## src/rtl/frame_sync_pkg.sv

```systemverilog
// Shared types and constants for the frame synchronisation controller.
// Holds the IDLE/GO state enum, the frame divider width, the overrun
// counter width, its saturation value, and a saturating increment helper.
package frame_sync_pkg;

    typedef enum logic {
        IDLE = 1'b0,
        GO   = 1'b1
    } state_e;

    localparam int unsigned DIV_W = 8;
    localparam int unsigned OVR_W = 8;

    localparam logic [OVR_W-1:0] OVR_MAX = OVR_W'(255);

    // Increment that holds at OVR_MAX instead of wrapping.
    function automatic logic [OVR_W-1:0] sat_inc(input logic [OVR_W-1:0] v);
        return (v == OVR_MAX) ? v : v + OVR_W'(1);
    endfunction

endpackage

```

## src/rtl/frame_sync_ctrl_edge_detect.sv

```systemverilog
// Rising-edge detector for a level that is already in the clock domain.
// Ports:
//   clock     - sole clock
//   reset     - synchronous active-high reset; clears the previous sample
//   sig_i     - level to watch
//   rise_c_o  - one-cycle pulse, high when sig_i==1 and previous sample==0
// The previous sample clears on reset, so a level already high in the first
// cycle after reset is reported as an edge.
module edge_detect (
    input  logic clock,
    input  logic reset,
    input  logic sig_i,
    output logic rise_c_o
);

    logic prev_q;

    // Previous-sample register.
    always_ff @(posedge clock) begin
        if (reset) begin
            prev_q <= 1'b0;
        end else begin
            prev_q <= sig_i;
        end
    end

    assign rise_c_o = sig_i & ~prev_q;

endmodule

```

## src/rtl/frame_sync_ctrl.sv

```systemverilog
// Frame synchronisation controller between the VGA end-of-frame level and
// a CPU computing ball positions. A frame is granted (frame_go=1) once per
// FRAME_DIV rising edges of screenEnd; a cpu_done pulse while granted
// commits the CPU ball position to the display registers.
// Parameters:
//   FRAME_DIV - screenEnd rising edges per granted frame (1..255)
//   CNT_W     - width of frame_cnt
// Ports:
//   clock, reset          - clock and synchronous active-high reset
//   screenEnd             - VGA end-of-frame level
//   cpu_done              - one-cycle pulse: CPU update for the frame is done
//   ball_x_cpu/ball_y_cpu - CPU-written ball position
//   ball_xinit/ball_yinit - ball position loaded on reset
//   frame_go              - high while the CPU may compute the current frame
//   disp_x/disp_y         - committed ball position seen by the display
//   frame_cnt             - committed-frame count (wraps)
//   overrun_cnt           - saturating count of missed frames; present only
//                           when FRAME_SYNC_OVERRUN_CNT_EN is defined
module frame_sync_ctrl
    import frame_sync_pkg::*;
#(
    parameter int unsigned FRAME_DIV = 1,
    parameter int unsigned CNT_W     = 16
) (
    input  logic             clock,
    input  logic             reset,
    input  logic             screenEnd,
    input  logic             cpu_done,
    input  logic [31:0]      ball_x_cpu,
    input  logic [31:0]      ball_y_cpu,
    input  logic [31:0]      ball_xinit,
    input  logic [31:0]      ball_yinit,
    output logic             frame_go,
    output logic [31:0]      disp_x,
    output logic [31:0]      disp_y,
    output logic [CNT_W-1:0] frame_cnt
`ifdef FRAME_SYNC_OVERRUN_CNT_EN
    ,
    output logic [OVR_W-1:0] overrun_cnt
`endif
);

    localparam logic [DIV_W-1:0] DIV_LAST = DIV_W'(FRAME_DIV - 1);

    state_e           state_q;
    logic             frame_go_q;
    logic [DIV_W-1:0] div_q;
    logic [CNT_W-1:0] cnt_q;
    logic [31:0]      disp_x_q;
    logic [31:0]      disp_y_q;
    logic             rise_c;
`ifdef FRAME_SYNC_OVERRUN_CNT_EN
    logic [OVR_W-1:0] ovr_q;
`endif

    edge_detect u_edge (
        .clock    (clock),
        .reset    (reset),
        .sig_i    (screenEnd),
        .rise_c_o (rise_c)
    );

    // Frame grant FSM with its registered outputs and datapath.
    always_ff @(posedge clock) begin
        if (reset) begin
            state_q    <= IDLE;
            frame_go_q <= 1'b0;
            div_q      <= '0;
            cnt_q      <= '0;
            disp_x_q   <= ball_xinit;
            disp_y_q   <= ball_yinit;
`ifdef FRAME_SYNC_OVERRUN_CNT_EN
            ovr_q      <= '0;
`endif
        end else begin
            case (state_q)
                IDLE: begin
                    // cpu_done is ignored here: nothing is granted to commit.
                    if (rise_c) begin
                        if (div_q == DIV_LAST) begin
                            state_q    <= GO;
                            frame_go_q <= 1'b1;
                            div_q      <= '0;
                        end else begin
                            div_q <= div_q + DIV_W'(1);
                        end
                    end
                end
                GO: begin
                    if (cpu_done) begin
                        disp_x_q <= ball_x_cpu;
                        disp_y_q <= ball_y_cpu;
                        cnt_q    <= cnt_q + CNT_W'(1);
                        // A coincident edge re-grants at once; otherwise wait.
                        if (!rise_c) begin
                            state_q    <= IDLE;
                            frame_go_q <= 1'b0;
                        end
                    end
`ifdef FRAME_SYNC_OVERRUN_CNT_EN
                    else if (rise_c) begin
                        ovr_q <= sat_inc(ovr_q);
                    end
`endif
                end
                default: begin
                    state_q    <= IDLE;
                    frame_go_q <= 1'b0;
                end
            endcase
        end
    end

    assign frame_go  = frame_go_q;
    assign disp_x    = disp_x_q;
    assign disp_y    = disp_y_q;
    assign frame_cnt = cnt_q;
`ifdef FRAME_SYNC_OVERRUN_CNT_EN
    assign overrun_cnt = ovr_q;
`endif

endmodule

```

## config.mk

```make
export PLATFORM = sky130hd
export DESIGN_NAME = frame_sync_ctrl
export DESIGN_NICKNAME = d
export VERILOG_FILES = /design/src/rtl/frame_sync_pkg.sv /design/src/rtl/frame_sync_ctrl_edge_detect.sv /design/src/rtl/frame_sync_ctrl.sv
export SDC_FILE = /design/constraint.sdc
export NUM_CORES = 1
export LEC_CHECK = 0
export BUFFER_PORTS_ARGS = -buffer_cell sky130_fd_sc_hd__buf_2
export CORE_MARGIN = 2
export CORE_UTILIZATION = 49
export CTS_BUF_LIST = sky130_fd_sc_hd__clkbuf_8
export CTS_CLUSTER_SIZE = 30
export DETAILED_ROUTE_END_ITERATION = 7
export HOLD_SLACK_MARGIN = 0.03
export PLACE_DENSITY = 0.88
export SLEW_MARGIN = 0
export SYNTH_ARGS = -nofsm -noshare
export SYNTH_HDL_FRONTEND = slang
export SYNTH_SLANG_ARGS = --single-unit
```

## constraint.sdc

```tcl
create_clock -name clock -period 4.8 [get_ports clock]
set_input_delay 0.24 -clock clock [delete_from_list [all_inputs] [get_ports clock]]
set_output_delay 0.24 -clock clock [all_outputs]
set_load 0.05 [all_outputs]
```

==> reports/results.txt, run 1 <==
Post-CTS Resized: 0
Layout area overhead: 35.9%
Crit path largest cell delay: 530 ps
Clock buffer depth: 2
Syn avg cell area: 14.3 um2
CP max-delay cell: buf_4
Unrepaired setup endpoints after global routing: false
Type of element launching the critical path: flop
Layout cell share with drive strength beyond 1: 60.6%
Maximum vdd drop: 181 uV
Placed cell areas: 5030 um2
Post-synthesis sequential area ratio: 63.8%
Tot Pwr: 0.00183 W
Post-Place Cells: 577
Fin crit share: 42.1%
Mapped cell area: 3860 um2
Syn Nets: 406
Die H: 92.8 um
Synth unique cells: 29
Post-DP HPWL: 7.44 mm
Count of state elements after synthesis: 91
Clock Sink Count: 91
Slack of the worst reg-to-reg path: 2780 ps
Yosys warns: 0
Crit-path max FO: 38
Register share of total power: 50.2%
Post-CTS Setup Bufs: 0
Fin Setup TNS: 0 ps
Crit path cell chain: nand2_1, nand2b_2, buf_4
Net switching power: 0.000519 W
CTS Hold Bufs: 0
Largest net degree at the start of global routing: 85
P_int: 0.00131 W
Clock skew: 11.8 ps
Worst setup EP type: flop
Die area: 8610 um2
First-pass GRT wire length: 13.9 mm
Max H-tree Level: 3
RR Startpoint: state_q
Final net count: 621
Drt total wl: 9.51 mm
Top cell family by delay on the critical path: simple AND/OR/NAND/NOR gates
Clock Power Share: 29.8%
Fillers: 560
Hold Path Stages: 2
Via density: 5.00
PortBufs: 212
FF-to-FF path depth: 3
GR Util All Layers: 21.0%
Grt peak-use layer: met2
DRT iter0 DRCs: 99
Clk_lat worst skew: 340 ps
CTS tree: built
IO Count: 213
Post-route cell area: 5250 um2
Met2 Usage GRT: 40.1%
Std-Cell Core Area: 7690 um2
Die X: 92.8 um
DR DRC count: 0
PwrDens: 348 nW/um2
Met3 usage: 4.07%
Leakage power total: 2.27 nW
Combinational power share: 19.9%
Vias in the first global route: 2854
Status: complete, no violations
FP Rows: 32
M1 GR Usage: 23.1%
Final Non-Filler Cells: 592
Actual slew at the worst max-slew pin: 976 ps
Final Wtd Congestion: 0.830
DRT antenna net count: 0
Tmin final: 2020 ps
Routed len/inst: 16.1 um
Type of the worst min-delay path: input pin to flop
Starting Density: 50.2%
Via count: 2962
Worst Path Required: 4790 ps
WP buf/inv: 1
# Max-Cap Violations: 0
Mapped Cells: 271
Max_slew headroom: 34.9%
Final setup vio count: 0
Clock buffer count from CTS: 9
Fmax achieved: 495 MHz
N_diodes: 0
Worst R2R End: disp_y[18]
Start point of the worst hold path: screenEnd
Antenna violations before repair: 0
Sw Ratio: 28.4%
Hold Vio Cnt, Final: 0
Arrival time worst endpoint: 2010 ps
Hold Path End: u_edge.prev_q
Gr ovfl total: 0
Drt first pass iters: 4
Clock transition at the registers of the reported paths: 80 ps
Root buffer cell: clkbuf_8
Final Slew Violations: 0
Worst Setup Path Type: flop to flop
-- cells by family (layout without fill, tap and decap cells) --
logic type	Yosys count	after routing	share of synthesized area [%]
flops	91	91	63.8
simple gates	67	67	9.36
mux	64	64	18.7
xor+xnor	17	17	3.85
compound gates	16	16	2.14
buf+inv	13	232	1.26
fa+ha+maj	3	3	0.972
-- final cells by class --
type	instances	area, um2	share of cell area, %
tap	102	128	2.43
inverter	3	11.3	0.215
clock buffer	9	124	2.36
multi-input combinational	167	1350	25.8
sequential	91	2460	46.9
timing repair buffer	214	1080	20.6
clock inverter	6	90.1	1.72
-- flip-flops by register name, summed over array words and instances, names as in the netlist --
signal,flops
disp_x,32
disp_y,32
div_q,8
frame_cnt,16
frame_go,1
state_q,1
u_edge.prev_q,1
-- synthesized netlist by cell type --
cell type	instances	area, um2
nor4b_1	1	8.76
buf_1	1	3.75
and4_1	1	8.76
and4_4	1	11.3
nor3b_2	1	12.5
nor2_1	19	71.3
nand3_1	8	40.0
o31ai_1	1	7.51
nor3_1	3	15.0
nand2b_1	2	12.5
or4b_4	1	13.8
and2_1	1	6.26
edfxtp_1	64	1920
nand2_1	9	33.8
mux2_2	64	721
clkbuf_1	9	33.8
inv_1	3	11.3
nor2b_1	2	12.5
nand4_1	8	50.1
xnor2_1	4	35.0
ha_1	3	37.5
nor4_1	1	6.26
a21oi_1	9	45.0
o21ai_0	6	30.0
dfxtp_1	27	541
or3_1	4	25.0
and3_1	3	18.8
xor2_1	13	114
or4_1	2	15.0
-- per-stage QoR --
stage | hold slack (ps) | util [%] | setup WS (ps)
CTS | 136 | 68.3 | 2740
global placement | 465 | 65.5 | 2840
floorplan | 368 | - | 1930
finish | 160 | 68.3 | 2780
detailed placement | 484 | 65.5 | 2750
global route | 165 | 68.3 | 2590
-- worst max-delay path by stage --
stage / start / to / slack, ps / cells after the start
3_5_place_dp: state_q / disp_y[9] / 2750 / 3
2_1_floorplan: reset / disp_x[0] / 1930 / 3
6_report: state_q / disp_y[18] / 2780 / 3
3_3_place_gp: state_q / disp_x[3] / 2840 / 3
5_1_grt: state_q / disp_x[9] / 2590 / 3
4_1_cts: state_q / disp_x[6] / 2740 / 3
-- placed cells by master, fill, tap and decap left out, types with 2 or more instances in the layout --
cell type  Yosys  final
a21oi_1        9      9
nor3_1         3      3
inv_1          3      3
clkbuf_8       0      9
ha_1           3      3
nand3_1        8      8
mux2_2        64     64
bufinv_16      0      2
and3_1         3      3
nand2_1        9      9
dfxtp_1       27     27
or4_1          2      2
or3_1          4      4
nor2b_1        2      2
nand4_1        8      8
nor2_1        19     19
buf_4          0      3
xor2_1        13     13
buf_2          0    211
o21ai_0        6      6
edfxtp_1      64     64
xnor2_1        4      4
-- power groups by stage --
stage               clock network, W  logic [W]  registers [W]
global route                0.000583   0.000381       0.000923
floorplan                          0  0.0000792        0.00110
global placement                   0   0.000358       0.000933
detailed placement                 0   0.000366       0.000936
finish                      0.000545   0.000364       0.000917
CTS                         0.000558   0.000367       0.000918
-- metal layers --
metal | vias to the layer above | wire length (um)
met2 | 103 | 5250
met4 | 0 | 159
met3 | 10 | 583
met1 | 1414 | 3520
met5 | - | 0
li1 | 1435 | -
No activity file was read; power rests on OpenSTA's default activity.
==> inputs of run 2 (changes only) <==
Settings changed: CORE_UTILIZATION 49 to 46, PLACE_DENSITY 0.88 to 0.83.
Clock period 4.8 ns to 2 ns, I/O delays scaled along.
==> run 2 against run 1 <==
Non-clock buffer count is 7 higher. Final area grew 1.3%. Worst hold slack worse by 110 ps. Sequential share of layout area down 0.46 points. Via count down 0.61%. Clock power increased by 110%. Power grew 130%. Maximum frequency rose by 15%. Critical path type unchanged. Highest routed layer unchanged.
==> reports/results.txt, run 2 (synthesis gave the netlist of run 1 again) <==
Via count: 2944 (was 2962)
Layout area overhead: 37.6% (was 35.9%)
Hold Vio Cnt, Final: 0 (unchanged)
Clock Sink Count: 91 (unchanged)
Slack of the worst reg-to-reg path: 240 ps (was 2780 ps)
Crit path cell chain: nand4_1, or4b_4, or3_1, a21oi_1 (was nand2_1, nand2b_2, buf_4)
Fin Setup TNS: 0 ps (unchanged)
Crit-path max FO: 5 (was 38)
Post-CTS Resized: 0 (unchanged)
Drt first pass iters: 4 (unchanged)
DRT met1 WL: 3.38 mm (was 3.52 mm)
Worst setup EP type: flop (unchanged)
Die area: 9150 um2 (was 8610 um2)
Worst R2R End: frame_cnt[15] (was disp_y[18])
Clock transition at the registers of the reported paths: 90 ps (was 80 ps)
PwrDens: 799 nW/um2 (was 348 nW/um2)
Final setup vio count: 0 (unchanged)
Crit path largest cell delay: 620 ps (was 530 ps)
Fin crit share: 88.1% (was 42.1%)
Setup crit start: frame_cnt[7] (was state_q)
Antenna violations before repair: 0 (unchanged)
Type of the worst min-delay path: input pin to flop (unchanged)
WP buf/inv: 0 (was 1)
Type of element launching the critical path: flop (unchanged)
Fmax achieved: 568 MHz (was 495 MHz)
Std-Cell Core Area: 8180 um2 (was 7690 um2)
Worst Setup Path Type: flop to flop (unchanged)
Die X: 95.6 um (was 92.8 um)
Start point of the worst hold path: ball_xinit[5] (was screenEnd)
Starting Density: 47.2% (was 50.2%)
Leakage power total: 2.32 nW (was 2.27 nW)
Max H-tree Level: 3 (unchanged)
Drt total wl: 8.92 mm (was 9.51 mm)
Die H: 95.6 um (was 92.8 um)
Post-CTS Setup Bufs: 0 (unchanged)
CP max-delay cell: or4b_4 (was buf_4)
PortBufs: 212 (unchanged)
Status: complete, no violations (unchanged)
Via density: 4.88 (was 5.00)
Hold Path End: disp_x[5] (was u_edge.prev_q)
FP Rows: 33 (was 32)
Final net count: 628 (was 621)
DR WL met2: 4.72 mm (was 5.25 mm)
Final Wtd Congestion: 0.852 (was 0.830)
IO Count: 213 (unchanged)
Gr ovfl total: 0 (unchanged)
Slack of the critical path: 238 ps (was 2780 ps)
Max_slew headroom: 68.6% (was 34.9%)
Maximum vdd drop: 460 uV (was 181 uV)
Post-Route Utilization: 65.0% (was 68.3%)
Largest net degree at the start of global routing: 39 (was 85)
Most frequent cells in the layout: buf_2 (211), mux2_2 (64), edfxtp_1 (64), dfxtp_1 (21), nor2_1 (19) (was buf_2 (211), mux2_2 (64), edfxtp_1 (64), dfxtp_1 (27), nor2_1 (19))
CTS Hold Bufs: 1 (was 0)
Vias in the first global route: 2862 (was 2854)
RR Startpoint: frame_cnt[7] (was state_q)
CTS tree: built (unchanged)
Arrival time worst endpoint: 2040 ps (was 2010 ps)
Layout cell share with drive strength beyond 1: 61.4% (was 60.6%)
Routed len/inst: 14.8 um (was 16.1 um)
Met3 WL post-DR: 709 um (was 583 um)
Unrepaired setup endpoints after global routing: false (unchanged)
Clock buffer depth: 2 (unchanged)
Tmin final: 1760 ps (was 2020 ps)
Post-DP HPWL: 7.06 mm (was 7.44 mm)
First-pass GRT wire length: 13.3 mm (was 13.9 mm)
Worst Path Required: 2280 ps (was 4790 ps)
Clock buffer count from CTS: 9 (unchanged)
DRT iter0 DRCs: 67 (was 99)
Commonest non-fill, non-tap cell in the layout: buf_2 (unchanged)
Pre-CTS setup slack: 249 ps (was 2750 ps)
Hold Path Stages: 2 (unchanged)
Post-Place Cells: 586 (was 577)
DR top layer: met4 (unchanged)
FF-to-FF path depth: 4 (was 3)
DR DRC count: 0 (unchanged)
# Max-Cap Violations: 0 (unchanged)
Top cell family by delay on the critical path: simple AND/OR/NAND/NOR gates (unchanged)
DRT antenna net count: 0 (unchanged)
Final Slew Violations: 0 (unchanged)
Root buffer cell: clkbuf_8 (unchanged)
GR Util All Layers: 19.3% (was 21.0%)
Actual slew at the worst max-slew pin: 470 ps (was 976 ps)
N_diodes: 0 (unchanged)
Final Non-Filler Cells: 603 (was 592)
Clk_lat worst skew: 340 ps (about the same)
Clock skew: 7.79 ps (was 11.8 ps)
-- run 2: layout make-up --
class	count	area (um2)
clock buffer	9	124
clock inverter	7	61.3
fill	650	2860
inverter	3	11.3
multi-input combinational	167	1360
sequential	91	2470
tap	105	131
timing repair buffer	221	1160
-- run 2: metal layers --
metal  track usage [%]  vias up
met5                 0        -
met4              6.43        0
met3              4.98       11
met2              35.8      124
met1              21.3     1356
li1                  -     1453
-- run 2: worst max path at each step --
| stage | endpoint | cells past startpoint | slack (ps) |
|---|---|---|---|
| 5_1_grt | frame_cnt[15] | 4 | 140 |
| 4_1_cts | frame_cnt[15] | 4 | 230 |
| 2_1_floorplan | frame_cnt[15] | 4 | 3 |
| 3_5_place_dp | frame_cnt[15] | 4 | 250 |
| 6_report | frame_cnt[15] | 4 | 240 |
| 3_3_place_gp | frame_cnt[15] | 4 | 320 |
-- run 2: where the power goes --
| group | switching (W) | internal (W) | leakage, nW |
|---|---|---|---|
| Combinational | 0.000594 | 0.000290 | 1.36 |
| Clock | 0.000599 | 0.000565 | 0.101 |
| Sequential | 0.0000342 | 0.00216 | 0.852 |
| Total | 0.00123 | 0.00302 | 2.32 |
-- run 2: through the flow --
| stage | instance area [um2] | hold slack, ps | power (W) |
|---|---|---|---|
| 3_5_place_dp | 5120 | 347 | 0.00313 |
| 4_1_cts | 5320 | 31.2 | 0.00430 |
| 5_1_grt | 5320 | 31.1 | 0.00443 |
| 6_report | 5320 | 49.4 | 0.00424 |
| 3_3_place_gp | 5120 | 343 | 0.00312 |
| 2_1_floorplan | 3880 | 228 | 0.00284 |
